--- config.mk ---
export PLATFORM = sky130hd
export DESIGN_NAME = sev_seg_mux
export DESIGN_NICKNAME = d
export VERILOG_FILES = /design/src/rtl/sev_seg_pkg.sv /design/src/rtl/sev_seg_decode.sv /design/src/rtl/sev_seg_mux.sv
export SDC_FILE = /design/constraint.sdc
export NUM_CORES = 1
export LEC_CHECK = 0
export BUFFER_PORTS_ARGS = -buffer_cell sky130_fd_sc_hd__buf_2
export CAP_MARGIN = 20
export CORE_AREA = 5 5 70 103
export CTS_CLUSTER_DIAMETER = 120
export CTS_CLUSTER_SIZE = 8
export DETAILED_ROUTE_END_ITERATION = 12
export DIE_AREA = 0 0 75 108
export GPL_TIMING_DRIVEN = 0
export PLACE_DENSITY = 0.76
export SLEW_MARGIN = 20
export SYNTH_ARGS = -nofsm -noshare
export SYNTH_HDL_FRONTEND = slang
export SYNTH_SLANG_ARGS = --single-unit
export TNS_END_PERCENT = 5
--- constraint.sdc ---
create_clock -name clk -period 3.45 [get_ports clk]
set_clock_uncertainty 0.1 [all_clocks]
set_input_delay 0.5175 -clock clk [delete_from_list [all_inputs] [get_ports clk]]
set_output_delay 0.5175 -clock clk [all_outputs]
set_load 0.02 [all_outputs]
--- src/rtl/sev_seg_pkg.sv ---
// Shared constants and hex-to-segment lookup for the seven-segment display driver.
// Segment order is {g,f,e,d,c,b,a}, active-low.
package sev_seg_pkg;

  localparam logic [6:0] SEG_BLANK = 7'h7F;

  // Entry n is the active-low pattern for hex digit n (index 0 is rightmost).
  localparam logic [15:0][6:0] HEX_SEG = {
    7'h0E, 7'h06, 7'h21, 7'h46, 7'h03, 7'h08, 7'h10, 7'h00,
    7'h78, 7'h02, 7'h12, 7'h19, 7'h30, 7'h24, 7'h79, 7'h40
  };

  function automatic logic [6:0] hex_to_seg(input logic [3:0] nib);
    return HEX_SEG[nib];
  endfunction

endpackage

--- src/rtl/sev_seg_decode.sv ---
// Combinational hex nibble to active-low seven-segment pattern.
module sev_seg_decode
  import sev_seg_pkg::*;
(
  input  logic [3:0] nib_i,
  output logic [6:0] seg_o
);

  assign seg_o = hex_to_seg(nib_i);

endmodule

--- src/rtl/sev_seg_mux.sv ---
// Time-multiplexed common-anode seven-segment driver with frame-synchronous loading,
// leading-zero blanking, decimal points, 16-level brightness and anti-ghosting blanking.
module sev_seg_mux
  import sev_seg_pkg::*;
#(
  parameter int DIGITS       = 4,
  parameter int REFRESH_BITS = 16,
  parameter int BLANK_CYCLES = 64
) (
  input  logic                  clk,
  input  logic                  rst_n,
  input  logic [4*DIGITS-1:0]   num,
  input  logic [DIGITS-1:0]     dp_in,
  input  logic                  load,
  input  logic                  blank_lz,
  input  logic [3:0]            bright,
  input  logic                  en,
  output logic [6:0]            seg,
  output logic                  dp,
  output logic [DIGITS-1:0]     an,
  output logic                  frame_start
);

  localparam int DIG_W = (DIGITS > 1) ? $clog2(DIGITS) : 1;

  logic [REFRESH_BITS-1:0] cnt_q, cnt_d;
  logic [DIG_W-1:0]        dig_q, dig_d;
  logic [4*DIGITS-1:0]     shadow_num_q, disp_num_q;
  logic [DIGITS-1:0]       shadow_dp_q, disp_dp_q;
  logic [DIGITS-1:0]       an_q, an_d;
  logic [6:0]              seg_q, seg_d;
  logic                    dp_q, dp_d;
  logic                    fs_q;

  logic                    slot_wrap, frame_wrap, active;
  logic [3:0]              nib_sel;
  logic [6:0]              dec_seg;
  logic [DIGITS-1:0]       lz_mask;
  logic                    zero_above;

  assign slot_wrap  = &cnt_q;
  assign frame_wrap = slot_wrap && (dig_q == DIG_W'(DIGITS - 1));

  always_comb begin
    cnt_d = cnt_q + 1'b1;
    dig_d = dig_q;
    if (frame_wrap)     dig_d = '0;
    else if (slot_wrap) dig_d = dig_q + 1'b1;
  end

  assign nib_sel = disp_num_q[{dig_q, 2'b00} +: 4];

  sev_seg_decode u_decode (
    .nib_i (nib_sel),
    .seg_o (dec_seg)
  );

  // A digit is a leading zero when it and every more significant digit are zero.
  always_comb begin
    lz_mask    = '0;
    zero_above = 1'b1;
    for (int k = DIGITS - 1; k >= 1; k--) begin
      zero_above = zero_above && (disp_num_q[4*k +: 4] == 4'h0);
      lz_mask[k] = zero_above;
    end
  end

  assign active = en
               && (cnt_q >= REFRESH_BITS'(BLANK_CYCLES))
               && (cnt_q[REFRESH_BITS-1 -: 4] <= bright);

  always_comb begin
    an_d  = active ? ~(DIGITS'(1) << dig_q) : '1;
    seg_d = (blank_lz && lz_mask[dig_q]) ? SEG_BLANK : dec_seg;
    dp_d  = ~disp_dp_q[dig_q];
  end

  always_ff @(posedge clk or negedge rst_n) begin
    if (!rst_n) begin
      cnt_q        <= '0;
      dig_q        <= '0;
      shadow_num_q <= '0;
      shadow_dp_q  <= '0;
      disp_num_q   <= '0;
      disp_dp_q    <= '0;
      an_q         <= '1;
      seg_q        <= SEG_BLANK;
      dp_q         <= 1'b1;
      fs_q         <= 1'b0;
    end else begin
      cnt_q <= cnt_d;
      dig_q <= dig_d;
      if (load) begin
        shadow_num_q <= num;
        shadow_dp_q  <= dp_in;
      end
      // Display takes the pre-edge shadow, so a load on the boundary edge waits a frame.
      if (frame_wrap) begin
        disp_num_q <= shadow_num_q;
        disp_dp_q  <= shadow_dp_q;
      end
      an_q  <= an_d;
      seg_q <= seg_d;
      dp_q  <= dp_d;
      fs_q  <= frame_wrap;
    end
  end

  assign an          = an_q;
  assign seg         = seg_q;
  assign dp          = dp_q;
  assign frame_start = fs_q;

endmodule

==> out/metrics.cfg, run 1 <==
[run_status]
outcome = completed

[floorplanning]
pin_count = 42
std_cell_rows = 35
placeableCoreArea_um2 = 6170
die_h_um = 108
start_util_pct = 54.4
die-width_um = 75
die-area_um2 = 8100

[global_routing]
grt_usage_pct = 14.9
grt_pass1_wl_mm = 9.20
grt_start_max_net_pins = 63
vias_in_the_first_global_route = 2046
grt.overflow.total = 0
antenna_found_initial = 0

[route]
drtAntennaViolNets = 0
average_wire_length_per_cell_after_detail_routing_um = 14.3
vias_per_cell = 5.35
wirelength_mm = 5.43
first_pass_iters = 4
post-route-drc-count = 0
num_vias = 2027
first_iter_violations = 123

[worst_setup_path]
cp.required_ps = 3590
regToRegEndpoint = seg[0]
worstRegToRegCells = 6
crit_fanout = 10
worstPathArrival_ps = 2320
cp-endpoint = seg[0]
crit-reg2reg-launch = dig_q[0]
crit_type = flop to flop
cp-start-kind = flop
r2r_setup_slack_ps = 1270
setup.worst_path.end_class = flop
timing.critical_path.from = dig_q[0]

[logic_synthesis]
synth_top_family_by_area = multiplexers
netlist_cell_types = 34
synthTopCellsByArea = dfrtp_1 44%, dfstp_2 9.4%, mux2_4 8.9%
synth_compound_area_share_pct = 3.24
yosys.area.top_type = dfrtp_1
post_synth_mux_area_share_pct = 20.3
seq_area_frac_synth_pct = 53.3
synthesis.area_um2 = 3360
asyncSetResetFlopFracSynth_pct = 100
post_synthesis_cells = 247
syn-num-nets = 292
synth_edf_count = 0
yosys.area_share.simple_pct = 9.34
yosys_warnings = 0
mean_instance_size_in_the_synthesized_netlist_um2 = 13.6
ys_ff_latch = 71
synth_top_area_share_pct = 43.9
dominant_register_cell_in_the_synthesized_netlist = dfrtp_1
xor_xnor_cell_area_share_of_the_yosys_netlist_pct = 4.69
yosys.area_share.adder_pct = 5.96

[finish]
final_layout_size_suffix_gt1_share_pct = 40.3
count_of_inserted_antenna_diode_cells = 0
area_delta_synth_final_pct = 16.0
highest_count_cells_in_the_layout_ignoring_fill_and_taps = 59 x dfrtp_1, 42 x buf_2, 22 x mux2_2
final_net_count = 345
most_common_cell_after_layout_fill_and_taps_aside = dfrtp_1

[sta]
setup_viol = 0
unrepaired_setup_endpoints_after_global_routing = false
timing.slew.headroom_pct = 66.4
period_minus_slack_ps = 2180
hold_violations = 0
setup_slack_ps = 1270
max_slew.worst_pin.slew_ps = 499
finalCritPeriodShare_pct = 63.3
max_slew_vio_count = 0
final.setup.tns_ps = 0
max_freq_mhz = 458

[clocking]
clk_latency_ps = 330
clockRootBuffer = clkbuf_8
cts.path.max_buffers = 2
tritoncts_clock_tree = built
cts_htree_levels = 3
cts.sink_count = 71
cts_buffers = 9
post_cts_resized = 0
worst_setup_hold_path_clk_slew_ps = 70
post_cts_buffers = 0

[pwr]
p_sw_w = 0.000331
power.combinational.fraction_pct = 4.3
leakage_nw = 1.90
peak_supply_drop_uv = 303
seq_power_share_pct = 53.2
power.switching_fraction_pct = 20.3
power_density_nw_per_um2 = 419
clock_power_share_pct = 42.4
intPower_w = 0.00130

[place]
placement.io_buffers = 40
place_congestion = 0.817
detailedPlacementHpwl_mm = 4.06
dp_worst_setup_slack_ps = 1260

[hold_path]
hold_path_class = primary input to flop

[job]
max-cap-violations = 0

## flip-flops by register name, indices dropped and copies added (netlist names)
register / flops
shadow_dp_q: 4
shadow_num_q: 16
frame_start: 1
dig_q: 2
cnt_q: 16
disp_dp_q: 4
disp_num_q: 16
dp: 1
an: 4
seg: 7
## power groups by stage
stage	clock (W)	sequential (W)	combinational [W]
2_1_floorplan	0	0.000880	0.0000328
3_3_place_gp	0	0.000884	0.0000652
3_5_place_dp	0	0.000885	0.0000720
4_1_cts	0.000713	0.000870	0.0000731
5_1_grt	0.000761	0.000872	0.0000804
6_report	0.000693	0.000869	0.0000705
## how the worst min path moves through the flow
stage	cells past startpoint	start	end
4_1_cts	2	en	an[1]
3_5_place_dp	1	rst_n	cnt_q[0]
2_1_floorplan	0	rst_n	cnt_q[0]
6_report	2	en	an[1]
5_1_grt	2	en	an[1]
3_3_place_gp	1	cnt_q[4]	cnt_q[4]
## layer usage
metal	track usage, %	part of all wire, %	vias to the layer above
li1	-	-	977
met1	19.1	43	999
met2	23.3	50	42
met3	4.00	4.7	9
met4	7.00	2.0	0
met5	0	0	-
## repair_timing
action / CTS / global route
endpoints found under the hold margin: 9 / 0
setup endpoints to repair: 0 / 0
hold buffers: 1 / 0
## critical path, stage by stage (launching register included)
cell	delay, ps
dfrtp_1	380
buf_2	280
mux4_2	610
inv_1	160
ha_1	260
nor2_1	70
o31ai_1	220
## logic make-up (layout without fill, tap and decap cells)
family	count (synthesis)	after routing
DFF	71	71
and+or+nand+nor	56	56
muxes	48	48
buffers and inverters	21	79
xor gates and xnor gates	18	18
AOI/OAI and AO/OA	17	17
adders and majority gates	16	16
## cell usage after synthesis (7+ instances only)
cell type / n
nand2_1: 13
inv_1: 12
xnor2_1: 9
nand4_1: 7
nand3_1: 11
mux2_2: 22
dfrtp_1: 59
xor2_1: 9
mux2_4: 20
ha_1: 16
dfstp_2: 12
## metrics by stage
stage | total power (W) | instance area [um2] | instances | hold slack [ps] | util [%]
after CTS | 0.00166 | 3900 | 379 | 268 | 63.1
after global routing | 0.00171 | 3900 | 379 | 273 | 63.1
after global placement | 0.000949 | 3650 | 361 | 358 | 59.2
after detailed placement | 0.000957 | 3680 | 362 | 269 | 59.7
after floorplan | 0.000913 | 3360 | 247 | 122 | -
final | 0.00163 | 3900 | 379 | 288 | 63.1
## cell type report
type	count	area, um2
fill	482	2280
clock inverter	4	70.1
sequential	71	1790
timing repair buffer	42	240
multi-input combinational	155	1460
inverter	12	45.0
buffer	9	60.1
clock buffer	12	135
tap	74	92.6
(Power assumes the default switching activity.)
==> run 2, diff against run 1 <==
ABC_AREA = 1   (was default)
CORE_AREA = 5 5 73 108   (was 5 5 70 103)
DIE_AREA = 0 0 78 113   (was 0 0 75 108)
PLACE_DENSITY = 0.74   (was 0.76)
clock period = 2 ns   (was 3.45 ns; I/O delays follow)
==> out/metrics.cfg, run 2 <==
[logic_synthesis]
dominant_register_cell_in_the_synthesized_netlist = dfrtp_1
ys_ff_latch = 71  ; unchanged
synth_top_area_share_pct = 43.0  ; -0.94 points
yosys_warnings = 0  ; unchanged
synth_edf_count = 0  ; unchanged
post_synthesis_cells = 363  ; +47%
mean_instance_size_in_the_synthesized_netlist_um2 = 9.46  ; -30%
netlist_cell_types = 28  ; -18%
seq_area_frac_synth_pct = 52.2  ; -1.1 points
yosys.area.top_type = dfrtp_1
synthesis.area_um2 = 3430  ; +2.2%
synth_commonest_cells = 104 x nand2_1, 59 x dfrtp_1, 52 x nand3_1
synthTopCellsByArea = dfrtp_1 43%, nand2_1 11%, dfstp_2 9.2%
synthMostInstantiatedCell = nand2_1
syn-num-nets = 408  ; +40%
asyncSetResetFlopFracSynth_pct = 100  ; unchanged

[worst_setup_path]
critical_path.slowest_cell = dfrtp_2
timing.critical_path.from = dig_q[0]
crit_chain = inv_2 -> buf_4 -> nand2_1 -> nand2_1 -> nand2_1 -> nand2_1 -> inv_2 -> ha_1 -> nand3_1 -> nand2_1 -> inv_1 -> nand2_1
regToRegEndpoint = seg[1]
cp.required_ps = 2170  ; -1420 ps
crit-reg2reg-launch = dig_q[0]
worstRegToRegCells = 12  ; +6
worstPathArrival_ps = 2040  ; -280 ps
cpMostUsedCell = nand2_1
timing.critical_path.slowest_cell_delay_ps = 440  ; -170 ps
cp-start-kind = flop
cp-endpoint = seg[1]
r2r_setup_slack_ps = 130  ; -1140 ps
crit_fanout = 11  ; +1
crit_type = flop to flop
setup.worst_path.end_class = flop

[clocking]
tritoncts_clock_tree = built
post_cts_buffers = 0  ; unchanged
cts_buffers = 9  ; unchanged
cts.sink_count = 71  ; unchanged
cts_htree_levels = 3  ; unchanged
worst_setup_hold_path_clk_slew_ps = 70  ; about the same
cts.path.max_buffers = 2  ; unchanged
clk_latency_ps = 340  ; about the same
clockRootBuffer = clkbuf_8

[sta]
setup_slack_ps = 131  ; -1140 ps
final.setup.tns_ps = 0  ; unchanged
max_slew.worst_pin.slew_ps = 545  ; +46.0 ps
hold_violations = 0  ; unchanged
unrepaired_setup_endpoints_after_global_routing = false
period_minus_slack_ps = 1870  ; -314 ps
setup_viol = 0  ; unchanged
hold_ws_ps = 81.8  ; -206 ps
max_slew_vio_count = 0  ; unchanged
timing.slew.headroom_pct = 63.7  ; -2.7 points
max_freq_mhz = 535  ; +17%
finalCritPeriodShare_pct = 93.4  ; +30 points

[floorplanning]
die-width_um = 78  ; +4.0%
placeableCoreArea_um2 = 6810  ; +10%
die-area_um2 = 8810  ; +8.8%
die_h_um = 113  ; +4.6%
pin_count = 42  ; unchanged
start_util_pct = 50.5  ; -4.0 points
std_cell_rows = 37  ; +5.7%

[hold_path]
hold_path_class = primary input to flop
min_from = num[7]

[route]
drtAntennaViolNets = 0  ; unchanged
wirelength_mm = 6.11  ; +13%
num_vias = 2499  ; +23%
post-route-drc-count = 0  ; unchanged
first_pass_iters = 4  ; unchanged
vias_per_cell = 5.01  ; -6.4%
average_wire_length_per_cell_after_detail_routing_um = 12.3  ; -14%
first_iter_violations = 156  ; +27%

[place]
place_congestion = 0.782  ; -4.3%
detailedPlacementHpwl_mm = 4.69  ; +15%
dp_worst_setup_slack_ps = -11.8  ; -1270 ps
placement.io_buffers = 40  ; unchanged

[global_routing]
antenna_found_initial = 0  ; unchanged
grt_usage_pct = 15.7  ; +0.78 points
grt.overflow.total = 0  ; unchanged
vias_in_the_first_global_route = 2575  ; +26%
grt_pass1_wl_mm = 11.2  ; +22%
grt_start_max_net_pins = 39  ; -38%

[pwr]
peak_supply_drop_uv = 533  ; +76%
power_density_nw_per_um2 = 745  ; +78%
leakage_nw = 2.12  ; +12%

[finish]
final_layout_size_suffix_gt1_share_pct = 25.7  ; -15 points
layout.core_utilization_pct = 59.0  ; -4.1 points
most_common_cell_after_layout_fill_and_taps_aside = nand2_1
count_of_inserted_antenna_diode_cells = 0  ; unchanged
final_net_count = 461  ; +34%
area_delta_synth_final_pct = 17.0
top_regs = cnt_q x16, disp_num_q x16, shadow_num_q x16
highest_count_cells_in_the_layout_ignoring_fill_and_taps = 103 x nand2_1, 58 x dfrtp_1, 52 x nand3_1

[job]
max-cap-violations = 0  ; unchanged

[run_status]
outcome = completed

[run 2: worst max-delay path, delay by kind of cell (launching register included)]
| kind | cells | cell delay (ps) |
|---|---|---|
| buffers and inverters | 4 | 420 |
| and+or+nand+nor | 7 | 550 |
| DFF | 1 | 440 |
| adders and majority gates | 1 | 300 |
[run 2: stage by stage]
| step | area (um2) | std cells | power (W) |
|---|---|---|---|
| 6_report | 4020 | 499 | 0.00299 |
| 5_1_grt | 4020 | 499 | 0.00312 |
| 4_1_cts | 4010 | 499 | 0.00304 |
| 3_5_place_dp | 3750 | 482 | 0.00164 |
| 3_3_place_gp | 3730 | 481 | 0.00163 |
| 2_1_floorplan | 3430 | 363 | 0.00157 |
[run 2: report_power, final]
part	switching, W	total [W]	internal [W]
clock network	0.000515	0.00138	0.000862
registers	0.0000205	0.00150	0.00148
logic	0.0000543	0.000118	0.0000635
[run 2: cell families (layout without fill, tap and decap cells)]
kind of cell	count (synthesis)	count (layout)	synth area share (%)
xor gates and xnor gates	13	13	3.32
and+or+nand+nor	185	185	23.9
adders and majority gates	16	16	5.83
DFF	71	71	52.2
AOI/OAI and AO/OA	14	14	2.40
muxes	20	20	6.56
buffers and inverters	44	102	5.79
[run 2: worst min-delay path by stage]
stage,to,slack (ps),depth (start not counted)
after floorplan,cnt_q[0],-100,0
after global placement,cnt_q[0],350,1
after detailed placement,shadow_dp_q[2],170,1
after CTS,shadow_num_q[7],60,2
after global routing,shadow_num_q[7],70,2
final,shadow_num_q[7],80,2
[run 2: cell type report]
| class | instances | area, um2 |
|---|---|---|
| repair buffers | 42 | 233 |
| plain buffers | 11 | 77.6 |
| fillers | 591 | 2790 |
| flip-flops and latches | 71 | 1790 |
| clock inverters | 5 | 105 |
| inverters | 33 | 124 |
| multi-input cells | 248 | 1450 |
| well taps | 78 | 97.6 |
| clock buffers | 11 | 141 |
[run 2: what timing repair did]
item / in CTS / in global routing
endpoints found under the setup margin: 1 / 6
endpoints found under the hold margin: 22 / 0
hold buffers: 1 / 0
resized for setup: 1 / 4
[run 2: layer usage]
metal / track usage [%] / up-vias / wire length [um]
li1: - / 1270 / -
met1: 18.8 / 1174 / 2550
met2: 26.5 / 44 / 3180
met3: 2.15 / 11 / 241
met4: 9.47 / 0 / 136
met5: 0 / - / 0
